--- config.mk ---
export PLATFORM = sky130hd
export DESIGN_NAME = peak_stimulus_gen_flat
export DESIGN_NICKNAME = d
export VERILOG_FILES = /design/src/rtl/peak_gen_pkg.sv /design/src/rtl/peak_stimulus_gen_if.sv /design/src/rtl/lfsr16.sv /design/src/rtl/peak_stimulus_gen.sv /design/src/flat_wrapper.sv
export SDC_FILE = /design/constraint.sdc
export NUM_CORES = 1
export LEC_CHECK = 0
export CAP_MARGIN = 20
export CORE_AREA = 2 2 142 144
export DETAILED_ROUTE_END_ITERATION = 10
export DIE_AREA = 0 0 144 146
export PLACE_DENSITY = 0.81
export SYNTH_ARGS = -nofsm -noshare
export SYNTH_HDL_FRONTEND = slang
export SYNTH_SLANG_ARGS = --single-unit
--- constraint.sdc ---
create_clock -name clk -period 8.3 [get_ports clk]
set_clock_uncertainty 0.05 [all_clocks]
set_input_delay 1.245 -clock clk [delete_from_list [all_inputs] [get_ports clk]]
set_output_delay 1.245 -clock clk [all_outputs]
set_load 0.03 [all_outputs]
--- src/rtl/peak_gen_pkg.sv ---
`default_nettype none
// ============================================================================
//  peak_gen_pkg
//  Shared types, constants and saturation helper for the peak stimulus source.
//  Rev 1.0
// ============================================================================
package peak_gen_pkg;

    typedef enum logic [1:0] {
        IDLE  = 2'd0,
        BASE  = 2'd1,
        PEAK  = 2'd2,
        DECAY = 2'd3
    } state_t;

    localparam int          C_Q_DEFAULT         = 8;
    localparam logic [15:0] C_LFSR_TAPS         = 16'hB400;
    localparam logic [15:0] C_LFSR_SEED_DEFAULT = 16'hACE1;

    function automatic logic signed [15:0] sat18to16(input logic signed [17:0] v);
        if (v > 18'sd32767)
            return 16'sh7FFF;
        else if (v < -18'sd32768)
            return 16'sh8000;
        else
            return v[15:0];
    endfunction

endpackage
`default_nettype wire

--- src/rtl/peak_stimulus_gen_if.sv ---
`default_nettype none
// ============================================================================
//  peak_stimulus_gen_if
//  Configuration/control inputs and sample-stream outputs of the generator.
//  Rev 1.0
// ============================================================================
interface peak_stimulus_gen_if;

    logic               start;
    logic               stop;
    logic signed [15:0] baseline;
    logic        [3:0]  noise_shift;
    logic signed [15:0] peak_height;
    logic        [15:0] peak_period;
    logic        [7:0]  peak_width;
    logic        [2:0]  decay_shift;

    logic signed [15:0] sample_out;
    logic               sample_valid;
    logic               peak_active;
    logic               busy;
    logic        [15:0] sample_count;

    modport master (
        output start, stop, baseline, noise_shift, peak_height,
               peak_period, peak_width, decay_shift,
        input  sample_out, sample_valid, peak_active, busy, sample_count
    );

    modport slave (
        input  start, stop, baseline, noise_shift, peak_height,
               peak_period, peak_width, decay_shift,
        output sample_out, sample_valid, peak_active, busy, sample_count
    );

endinterface
`default_nettype wire

--- src/rtl/lfsr16.sv ---
`default_nettype none
// ============================================================================
//  lfsr16
//  16-bit Galois LFSR with synchronous seed reload and advance enable.
//  Rev 1.0
// ============================================================================
module lfsr16
    import peak_gen_pkg::*;
#(
    parameter logic [15:0] SEED = C_LFSR_SEED_DEFAULT,
    parameter logic [15:0] TAPS = C_LFSR_TAPS
) (
    input  logic        clk,
    input  logic        rst_n,
    input  logic        load_i,
    input  logic        adv_i,
    output logic [15:0] state_o
);

    logic [15:0] lfsr_q;

    always_ff @(posedge clk or negedge rst_n) begin
        if (!rst_n)
            lfsr_q <= SEED;
        else if (load_i)
            lfsr_q <= SEED;
        else if (adv_i)
            lfsr_q <= (lfsr_q >> 1) ^ (lfsr_q[0] ? TAPS : 16'h0000);
    end

    assign state_o = lfsr_q;

endmodule
`default_nettype wire

--- src/rtl/peak_stimulus_gen.sv ---
`default_nettype none
// ============================================================================
//  peak_stimulus_gen
//  Q8.8 baseline + LFSR noise + hold/decay pulse source, one sample per tick.
//  Rev 1.0
// ============================================================================
module peak_stimulus_gen
    import peak_gen_pkg::*;
#(
    parameter int          Q          = C_Q_DEFAULT,
    parameter int          SAMPLE_DIV = 4,
    parameter logic [15:0] LFSR_SEED  = C_LFSR_SEED_DEFAULT
) (
    input  logic               clk,
    input  logic               rst_n,
    peak_stimulus_gen_if.slave bus
);

    localparam int               DIV_W      = $clog2(SAMPLE_DIV);
    localparam logic [DIV_W-1:0] C_DIV_LAST = DIV_W'(SAMPLE_DIV - 1);
    localparam logic [DIV_W-1:0] C_DIV_ADV  = DIV_W'(SAMPLE_DIV - 2);

    state_t             state_q, state_d;
    logic [DIV_W-1:0]   div_q;
    logic signed [15:0] baseline_q, height_q, env_q, env_d;
    logic        [3:0]  nshift_q;
    logic        [15:0] period_q, pcnt_q, pcnt_d, idx_q;
    logic        [7:0]  width_q, wcnt_q, wcnt_d;
    logic        [2:0]  dshift_q;

    logic signed [15:0] sample_q;
    logic               valid_q, active_q, busy_q;
    logic        [15:0] count_q;

    logic               w_start, w_tick, w_adv, w_expire, w_dec_done;
    logic        [7:0]  w_width_eff;
    logic signed [15:0] w_dec;
    logic        [15:0] w_lfsr;
    logic signed [Q-1:0] w_nraw, w_nsh;
    logic signed [17:0] w_noise, w_sum;
    logic               w_unused_lfsr;

    assign w_start = bus.start && !bus.stop && (state_q == IDLE);
    assign w_tick  = (state_q != IDLE) && (div_q == C_DIV_LAST);
    // LFSR steps one clock ahead of the tick so the tick sees the advanced value
    assign w_adv   = (state_q != IDLE) && (div_q == C_DIV_ADV);

    lfsr16 #(
        .SEED (LFSR_SEED),
        .TAPS (C_LFSR_TAPS)
    ) u_lfsr (
        .clk     (clk),
        .rst_n   (rst_n),
        .load_i  (w_start),
        .adv_i   (w_adv),
        .state_o (w_lfsr)
    );

    assign w_unused_lfsr = ^w_lfsr[15:Q];
    assign w_nraw        = w_lfsr[Q-1:0];
    assign w_nsh         = w_nraw >>> nshift_q;
    assign w_noise       = (nshift_q == 4'hF) ? 18'sd0 : {{(18-Q){w_nsh[Q-1]}}, w_nsh};

    always_comb begin
        w_width_eff = (width_q == 8'd0) ? 8'd1 : width_q;
        w_expire    = (period_q != 16'd0) && (pcnt_q == period_q);
        pcnt_d      = w_expire ? 16'd1 : pcnt_q + 16'd1;
        w_dec       = env_q >>> dshift_q;
        // -1 is the fixed point of an arithmetic shift on a negative envelope
        w_dec_done  = (w_dec == 16'sd0) || (w_dec == -16'sd1);

        state_d = state_q;
        env_d   = env_q;
        wcnt_d  = wcnt_q;
        if (w_expire) begin
            state_d = PEAK;
            env_d   = height_q;
            wcnt_d  = 8'd1;
        end else if ((state_q == DECAY) ||
                     ((state_q == PEAK) && (wcnt_q >= w_width_eff))) begin
            if (w_dec_done) begin
                state_d = BASE;
                env_d   = 16'sd0;
            end else begin
                state_d = DECAY;
                env_d   = env_q - w_dec;
            end
        end else if (state_q == PEAK) begin
            wcnt_d = wcnt_q + 8'd1;
        end

        w_sum = $signed({{2{baseline_q[15]}}, baseline_q})
              + $signed({{2{env_d[15]}}, env_d})
              + w_noise;
    end

    always_ff @(posedge clk or negedge rst_n) begin
        if (!rst_n) begin
            state_q    <= IDLE;
            div_q      <= '0;
            baseline_q <= '0;
            height_q   <= '0;
            env_q      <= '0;
            nshift_q   <= '0;
            period_q   <= '0;
            pcnt_q     <= '0;
            idx_q      <= '0;
            width_q    <= '0;
            wcnt_q     <= '0;
            dshift_q   <= '0;
            sample_q   <= '0;
            valid_q    <= 1'b0;
            active_q   <= 1'b0;
            busy_q     <= 1'b0;
            count_q    <= '0;
        end else if (bus.stop) begin
            state_q <= IDLE;
            busy_q  <= 1'b0;
            valid_q <= 1'b0;
            div_q   <= '0;
        end else if (w_start) begin
            state_q    <= BASE;
            busy_q     <= 1'b1;
            valid_q    <= 1'b0;
            div_q      <= '0;
            idx_q      <= '0;
            env_q      <= '0;
            pcnt_q     <= '0;
            wcnt_q     <= '0;
            baseline_q <= bus.baseline;
            nshift_q   <= bus.noise_shift;
            height_q   <= bus.peak_height;
            period_q   <= bus.peak_period;
            width_q    <= bus.peak_width;
            dshift_q   <= bus.decay_shift;
        end else begin
            valid_q <= 1'b0;
            if (state_q != IDLE)
                div_q <= w_tick ? '0 : div_q + DIV_W'(1);
            if (w_tick) begin
                state_q  <= state_d;
                env_q    <= env_d;
                wcnt_q   <= wcnt_d;
                pcnt_q   <= pcnt_d;
                idx_q    <= idx_q + 16'd1;
                count_q  <= idx_q;
                sample_q <= sat18to16(w_sum);
                active_q <= (env_d != 16'sd0);
                valid_q  <= 1'b1;
            end
        end
    end

    assign bus.sample_out   = sample_q;
    assign bus.sample_valid = valid_q;
    assign bus.peak_active  = active_q;
    assign bus.busy         = busy_q;
    assign bus.sample_count = count_q;

endmodule
`default_nettype wire

--- src/flat_wrapper.sv ---
// flat-port wrapper written by rule: the top's interface ports become plain ports
module peak_stimulus_gen_flat import peak_gen_pkg::*;
#(
    parameter int          Q          = C_Q_DEFAULT,
    parameter int          SAMPLE_DIV = 4,
    parameter logic [15:0] LFSR_SEED  = C_LFSR_SEED_DEFAULT
)
  (clk, rst_n, bus_start, bus_stop, bus_baseline, bus_noise_shift, bus_peak_height, bus_peak_period, bus_peak_width, bus_decay_shift, bus_sample_out, bus_sample_valid, bus_peak_active, bus_busy, bus_sample_count);
  peak_stimulus_gen_if bus_i ();
  input  logic clk;
  input  logic rst_n;
  input wire logic [$bits(bus_i.start)-1:0] bus_start;
  input wire logic [$bits(bus_i.stop)-1:0] bus_stop;
  input wire logic [$bits(bus_i.baseline)-1:0] bus_baseline;
  input wire logic [$bits(bus_i.noise_shift)-1:0] bus_noise_shift;
  input wire logic [$bits(bus_i.peak_height)-1:0] bus_peak_height;
  input wire logic [$bits(bus_i.peak_period)-1:0] bus_peak_period;
  input wire logic [$bits(bus_i.peak_width)-1:0] bus_peak_width;
  input wire logic [$bits(bus_i.decay_shift)-1:0] bus_decay_shift;
  output wire logic [$bits(bus_i.sample_out)-1:0] bus_sample_out;
  output wire logic [$bits(bus_i.sample_valid)-1:0] bus_sample_valid;
  output wire logic [$bits(bus_i.peak_active)-1:0] bus_peak_active;
  output wire logic [$bits(bus_i.busy)-1:0] bus_busy;
  output wire logic [$bits(bus_i.sample_count)-1:0] bus_sample_count;
  assign bus_i.start = bus_start;
  assign bus_i.stop = bus_stop;
  assign bus_i.baseline = bus_baseline;
  assign bus_i.noise_shift = bus_noise_shift;
  assign bus_i.peak_height = bus_peak_height;
  assign bus_i.peak_period = bus_peak_period;
  assign bus_i.peak_width = bus_peak_width;
  assign bus_i.decay_shift = bus_decay_shift;
  assign bus_sample_out = bus_i.sample_out;
  assign bus_sample_valid = bus_i.sample_valid;
  assign bus_peak_active = bus_i.peak_active;
  assign bus_busy = bus_i.busy;
  assign bus_sample_count = bus_i.sample_count;
  peak_stimulus_gen #(.Q(Q), .SAMPLE_DIV(SAMPLE_DIV), .LFSR_SEED(LFSR_SEED)) u_core (.clk(clk), .rst_n(rst_n), .bus(bus_i));
endmodule
==> summary.txt, run 1 <==
Timing
  • TNS Setup: 0 ns
  • Final Hold Viols: 0
  • Setup violations, final: 0
  • Slew HR: 27.5%
  • Tmin final: 7.66 ns
  • Slew @ Worst Pin: 1.09 ns
  • Final period utilization: 92.3%
  • Fmax: 131 MHz
  • RSZ-0062 raised after global routing: no
  • Final max-slew violation count: 0
  • Minimum hold slack: 0.433 ns
  • Final worst slack: 0.643 ns

Routing
  • # DRC: 0
  • Vias per inst: 5.96
  • Initial DRT Pass Iterations: 7
  • DRT iter0 DRCs: 792
  • Routed len/inst: 17.7 microns
  • Total wire length: 30.0 mm
  • Routed vias: 10107
  • Post-route ant nets: 0

Worst hold path
  • Worst Hold Class: reg2reg
  • WHS Endpoint: u_core.width_q[0]$_DFFE_PN0P_
  • HP Start: u_core.width_q[0]$_DFFE_PN0P_
  • Hold Crit Depth: 2

Final layout
  • Area Overhead vs Synth: 15.8%
  • Fin util: 68.3%
  • Antenna Cells: 0
  • Multi-input gate area: 0.00654 sq mm
  • Register Area: 0.00437 sq mm
  • Share of cells above drive strength 1: 6.36%
  • Layout fillers: 1555
  • Fin nets: 1548

Floorplan
  • Die W: 144 microns
  • Core ar.: 0.0193 sq mm
  • Die area: 0.0210 sq mm
  • Die Ht: 146 microns
  • Initial Util: 59.0%
  • Ports: 102
  • Row count: 51

Synth
  • Post-synth EDFFs: 0
  • Syn_area_per_cell: 8.43 sq um
  • Top_reg_cell synth: dfrtp_1
  • Synth Warn #: 0
  • Syn nets: 1483
  • Synth unique cells: 77
  • Seq/Total Area, Yosys: 38.3%
  • Seq cells post-synth: 174
  • Ys async rst share: 100%
  • Cells after Synth: 1352
  • Post-Syn Area: 0.0114 sq mm

Clock network
  • Clk slew on worst S/H paths: 0.08 ns
  • CTS max path bufs: 2
  • CTS buffer count: 17
  • Hold buffers post-CTS: 0
  • Clk sink count: 174
  • CTS Root Buffer Type: clkbuf_16
  • Post-CTS Setup Bufs: 0
  • Htree depth: 4
  • CTS tree: done
  • CTS resizes: 0
  • Clock Latency Late Sink: 0.44 ns

Place
  • Post-place setup slack: 0.677 ns
  • Number of port buffers: 101
  • Final RePlAce weighted congestion: 0.964
  • Final HPWL DP: 20.9 mm

Worst setup path
  • Worst R2R Start: u_core.dshift_q[2]$_DFFE_PN0P_
  • FF-to-FF path depth: 28
  • RR Endpoint: u_core.bus.sample_out[10]$_DFFE_PN0P_
  • Critical path class: reg2reg
  • CP Launch Type: flop
  • R2R setup slack: 0.64 ns
  • CP max FO: 22
  • Worst EP arrival: 7.94 ns
  • WP data required: 8.58 ns
  • Critical path's largest stage delay: 0.85 ns
  • Slowest-stage cell, CP: dfrtp_1
  • Kind of end point of the critical path: flop

Global routing
  • First-pass GRT wire length: 50.1 mm
  • GRT Total Usage: 29.6%
  • Initial antenna violation count: 0
  • Gr ovfl total: 0
  • Largest net degree at the start of global routing: 111
  • Vias in the first global route: 9751

Power
  • PwrDens: 198 mW/mm^2
  • Leak: 6.14 nW
  • Worst vdd ir: 143 uV
  • Pwr Total: 2.61 mW

Status
  • Status: complete, no violations

Flow run
  • Maximum Capacitance Violations: 0
state kept, by name, indices dropped and copies added (netlist names), 3 cells and up:
signal and flops:
u_core.baseline_q 16, u_core.bus.sample_count 16, u_core.bus.sample_out 16, u_core.dshift_q 3, u_core.env_q 16, u_core.height_q 16, u_core.idx_q 16, u_core.nshift_q 4
u_core.pcnt_q 16, u_core.period_q 16, u_core.u_lfsr.state_o 16, u_core.wcnt_q 8, u_core.width_q 8
layout by cell type (no fill, tap or decap), drive strengths merged, types with 11 or more instances in the layout:
cell | Yosys | routed
nor2b | 13 | 13
buf | 16 | 17
a21oi | 76 | 76
a21o | 24 | 24
nor4 | 13 | 13
nand3 | 41 | 41
nand2 | 318 | 318
ha | 61 | 61
clkbuf | 55 | 17
mux2i | 23 | 23
a31oi | 11 | 11
nand2b | 13 | 13
xor2 | 37 | 37
dfrtp | 166 | 166
inv | 47 | 55
xnor2 | 30 | 30
nor3 | 25 | 25
a211oi | 13 | 13
o31ai | 12 | 12
nor2 | 78 | 78
a22o | 15 | 15
clkdlybuf4s50 | 0 | 100
o21ai | 91 | 91
and3 | 20 | 20
mux2 | 11 | 11
final cells by class:
type,instances,share of cell area (%)
Tap cell,265,2.51
Clock inverter,15,1.52
Timing Repair Buffer,117,8.71
Clock buffer,17,3.22
Multi-Input combinational cell,1059,49.6
Inverter,48,1.37
Sequential cell,174,33.1
synth_stat cells, types with 6 or more instances:
cell         n  share of area (%)
nand3_1     41                1.8
ha_1        61                6.7
dfrtp_1    166                 36
or3_1       10               0.55
nand2_1    318                 10
a22o_1      14                1.1
o211ai_1    10               0.66
mux2_2       7               0.69
o21bai_1     7               0.46
xor2_1      37                2.8
mux4_2       7                1.4
and3_1      20                1.1
mux2i_1     23                2.0
clkbuf_1    55                1.8
a21o_1      24                1.6
nor2_1      78                2.6
nor2b_1     13               0.71
xnor2_1     30                2.3
nand2b_1    13               0.71
a211oi_1    13               0.86
dfstp_2      8                1.8
nor3_1      25                1.1
o21a_1       6               0.40
nand4_1      9               0.49
nor4_1      12               0.66
o31ai_1     11               0.72
a221o_1      8               0.70
a31oi_1     11               0.60
a2bb2oi_1    7               0.54
inv_1       46                1.5
and2_1       6               0.33
o21ai_0     80                3.5
o21ai_1      9               0.40
a21oi_1     76                3.3
routing by layer:
layer  track usage, %  vias up  part of all wire, %
met3             5.46       56                  5.6
met5                0        -                    0
met2             46.9      317                   47
met1             41.6     4861                   45
met4             8.77        0                  2.3
li1                 -     4873                    -
stage by stage:
step | instance area, sq um | cells
2_1_floorplan | 11400 | 1352
3_3_place_gp | 12500 | 1660
3_5_place_dp | 12500 | 1661
4_1_cts | 13200 | 1693
5_1_grt | 13200 | 1695
6_report | 13200 | 1695
how the worst max path moves through the flow:
stage / from / to / slack, ns / cells past startpoint
after global routing: u_core.dshift_q[2]$_DFFE_PN0P_ / u_core.bus.sample_out[10]$_DFFE_PN0P_ / 0.16 / 29
final: u_core.dshift_q[2]$_DFFE_PN0P_ / u_core.bus.sample_out[10]$_DFFE_PN0P_ / 0.64 / 28
after floorplan: u_core.dshift_q[1]$_DFFE_PN0P_ / u_core.bus.sample_out[8]$_DFFE_PN0P_ / 1.57 / 31
after detailed placement: u_core.dshift_q[0]$_DFFE_PN0P_ / u_core.bus.sample_out[5]$_DFFE_PN0P_ / 0.68 / 30
after CTS: u_core.dshift_q[0]$_DFFE_PN0P_ / u_core.bus.sample_out[5]$_DFFE_PN0P_ / 0.59 / 30
after global placement: u_core.dshift_q[1]$_DFFE_PN0P_ / u_core.bus.sample_out[14]$_DFFE_PN0P_ / 0.91 / 29
worst max-delay path: cells and delay by family (launching register included):
family	cells	cell delay, ns
flops	1	0.85
mux	1	0.45
simple gates	8	1.95
compound gates	14	3.12
buf+inv	3	0.46
fa+ha+maj	2	0.64
power by group:
group	total (mW)	internal [mW]	switching [mW]
combinational	0.763	0.327	0.436
sequential	1.01	0.922	0.0861
clock	0.839	0.417	0.422
kinds of logic after synthesis:
group	Yosys count	share of synthesized area (%)
adder cells (fa/ha/maj)	64	7.22
flip-flops	174	38.3
AO/OA/AOI/OAI	320	18.3
XOR/XNOR	67	5.15
buffers and inverters	119	4.45
multiplexers	41	4.56
AND/OR/NAND/NOR	567	22.0
(Power assumes the default switching activity.)
==> run 2: changes to the inputs <==
--- a/config.mk
+++ b/config.mk
@@ -6,10 +6,9 @@
 export NUM_CORES = 1
 export LEC_CHECK = 0
 export CAP_MARGIN = 20
-export CORE_AREA = 2 2 142 144
+export CORE_AREA = 2 2 198 200
 export DETAILED_ROUTE_END_ITERATION = 10
-export DIE_AREA = 0 0 144 146
-export PLACE_DENSITY = 0.81
+export DIE_AREA = 0 0 200 202
 export SYNTH_ARGS = -nofsm -noshare
 export SYNTH_HDL_FRONTEND = slang
 export SYNTH_SLANG_ARGS = --single-unit
==> run 2 against run 1 <==
  * Highest routed layer unchanged
  * Combinational power rose by 0.7%
  * Sequential power is essentially flat
  * Worst setup slack lost 0.086 ns
  * Flip-flop and latch count unchanged
  * Core utilization fell by 33 points
  * Register-to-register slack worse by 0.09 ns
  * Clock power fell by 4.2%
==> summary.txt, run 2 (same netlist as run 1, synthesis figures left out) <==
Status
  • Status: complete, no violations

Floorplan
  • Core ar.: 0.0383 sq mm
  • Die Ht: 202 microns
  • Die W: 200 microns
  • Ports: 102
  • Row count: 72
  • Die area: 0.0404 sq mm
  • Initial Util: 29.8%

Timing
  • Slew @ Worst Pin: 1.00 ns
  • Final max-slew violation count: 0
  • Final period utilization: 93.3%
  • Final Hold Viols: 0
  • Minimum hold slack: 0.436 ns
  • Final worst slack: 0.556 ns
  • Fmax: 129 MHz
  • Setup violations, final: 0
  • Tmin final: 7.74 ns
  • Slew HR: 32.9%

Final layout
  • Fin nets: 1555
  • Layout fillers: 3899
  • Commonest non-fill, non-tap cell in the layout: nand2_1
  • Share of cells above drive strength 1: 6.75%
  • Finished Layout Cells: 1955
  • Area Overhead vs Synth: 18.7%
  • Antenna Cells: 0
  • Most frequent cells in the layout: 318 x nand2_1, 165 x dfrtp_1, 100 x clkdlybuf4s50_1

Power
  • PwrDens: 190 mW/mm^2
  • Pwr Total: 2.58 mW
  • Sw frac: 35.7%
  • Worst vdd ir: 111 uV
  • Leak: 6.15 nW
  • Clock power share: 31.2%
  • Int Pwr: 1.66 mW
  • Switch Pwr: 0.919 mW
  • Power share of the combinational group: 29.8%
  • Register share of total power: 39.0%

Place
  • Final RePlAce weighted congestion: 0.901
  • Dpl cells: 1922
  • Number of port buffers: 101
  • Post-place setup slack: 0.696 ns
  • Final HPWL DP: 23.7 mm

Worst setup path
  • Critical path's largest stage delay: 0.68 ns
  • Kind of end point of the critical path: flop
  • Slowest-stage cell, CP: dfrtp_1
  • Critical path class: reg2reg
  • CP Launch Type: flop
  • WP data required: 8.57 ns
  • R2R setup slack: 0.56 ns
  • CP max FO: 21
  • Worst EP arrival: 8.01 ns

Global routing
  • Vias in the first global route: 9824
  • Largest net degree at the start of global routing: 79
  • GRT Total Usage: 16.2%
  • First-pass GRT wire length: 52.6 mm
  • Initial antenna violation count: 1
  • Gr ovfl total: 0

Routing
  • Routed vias: 9959
  • Initial DRT Pass Iterations: 5
  • DRT iter0 DRCs: 727
  • Post-route ant nets: 0
  • Total wire length: 32.2 mm
  • Routed len/inst: 16.5 microns
  • # DRC: 0
  • Vias per inst: 5.09

Worst hold path
  • Worst Hold Class: reg2reg

Flow run
  • Maximum Capacitance Violations: 0

Clock network
  • CTS tree: done
  • CTS max path bufs: 2
  • CTS Root Buffer Type: clkbuf_16
  • Clk slew on worst S/H paths: 0.08 ns
  • CTS buffer count: 17
  • Post-CTS Setup Bufs: 0
  • Clock Latency Late Sink: 0.45 ns
  • Htree depth: 4
  • Clk sink count: 174
run 2: per-stage QoR:
stage | utilization (%) | cell area, sq um | TNS (ns)
4_1_cts | 35.3 | 13500 | 0
6_report | 35.3 | 13500 | 0
3_3_place_gp | 33.7 | 12900 | 0
2_1_floorplan | - | 11400 | 0
3_5_place_dp | 33.7 | 12900 | 0
5_1_grt | 35.3 | 13500 | -0.000492
run 2: repair_timing:
item                                    4_1_cts  5_1_grt
hold buffers                                  0        0
endpoints found under the setup margin        0        6
resized for setup                             0        2
run 2: metal layers:
metal,global-route usage (%),vias up,wire length [microns]
li1,-,4873,-
met1,22.2,4763,15000
met2,25.7,265,14900
met3,2.92,58,1440
met4,5.82,0,911
met5,0,-,0
run 2: critical path: cells and delay by family (launching register included):
| family | cells | cell delay, ns |
|---|---|---|
| and+or+nand+nor | 8 | 2.05 |
| buffers and inverters | 3 | 0.59 |
| muxes | 1 | 0.40 |
| adders and majority gates | 2 | 0.64 |
| DFF | 1 | 0.68 |
| AOI/OAI and AO/OA | 14 | 3.17 |
run 2: final timing paths:
check,cells past startpoint,startpoint,to
worst max-delay path,28,u_core.dshift_q[2]$_DFFE_PN0P_,u_core.bus.sample_out[9]$_DFFE_PN0P_
worst min-delay path,2,u_core.bus.sample_count[3]$_DFFE_PN0P_,u_core.bus.sample_count[3]$_DFFE_PN0P_
worst max register to register,28,u_core.dshift_q[2]$_DFFE_PN0P_,u_core.bus.sample_out[9]$_DFFE_PN0P_
worst min register to register,2,u_core.bus.sample_count[3]$_DFFE_PN0P_,u_core.bus.sample_count[3]$_DFFE_PN0P_
max in group asynchronous,2,rst_n,u_core.dshift_q[1]$_DFFE_PN0P_
min in group asynchronous,1,rst_n,u_core.bus.sample_count[6]$_DFFE_PN0P_
run 2: layout make-up:
class                           count  area [sq um]  area share, %
Multi-Input combinational cell   1059          6540           48.4
Tap cell                          518           648           4.79
Timing Repair Buffer              124          1180           8.76
Inverter                           48           180           1.33
Clock inverter                     15           178           1.31
Clock buffer                       17           425           3.15
Sequential cell                   174          4370           32.3
run 2: power by group through the flow:
| stage | Clock [mW] | Combinational [mW] | Sequential (mW) |
|---|---|---|---|
| after detailed placement | 0 | 0.759 | 1.02 |
| after floorplan | 0 | 0.558 | 0.997 |
| after global placement | 0 | 0.752 | 1.02 |
| after CTS | 0.830 | 0.766 | 1.00 |
| final | 0.804 | 0.768 | 1.00 |
| after global routing | 0.859 | 0.859 | 1.02 |
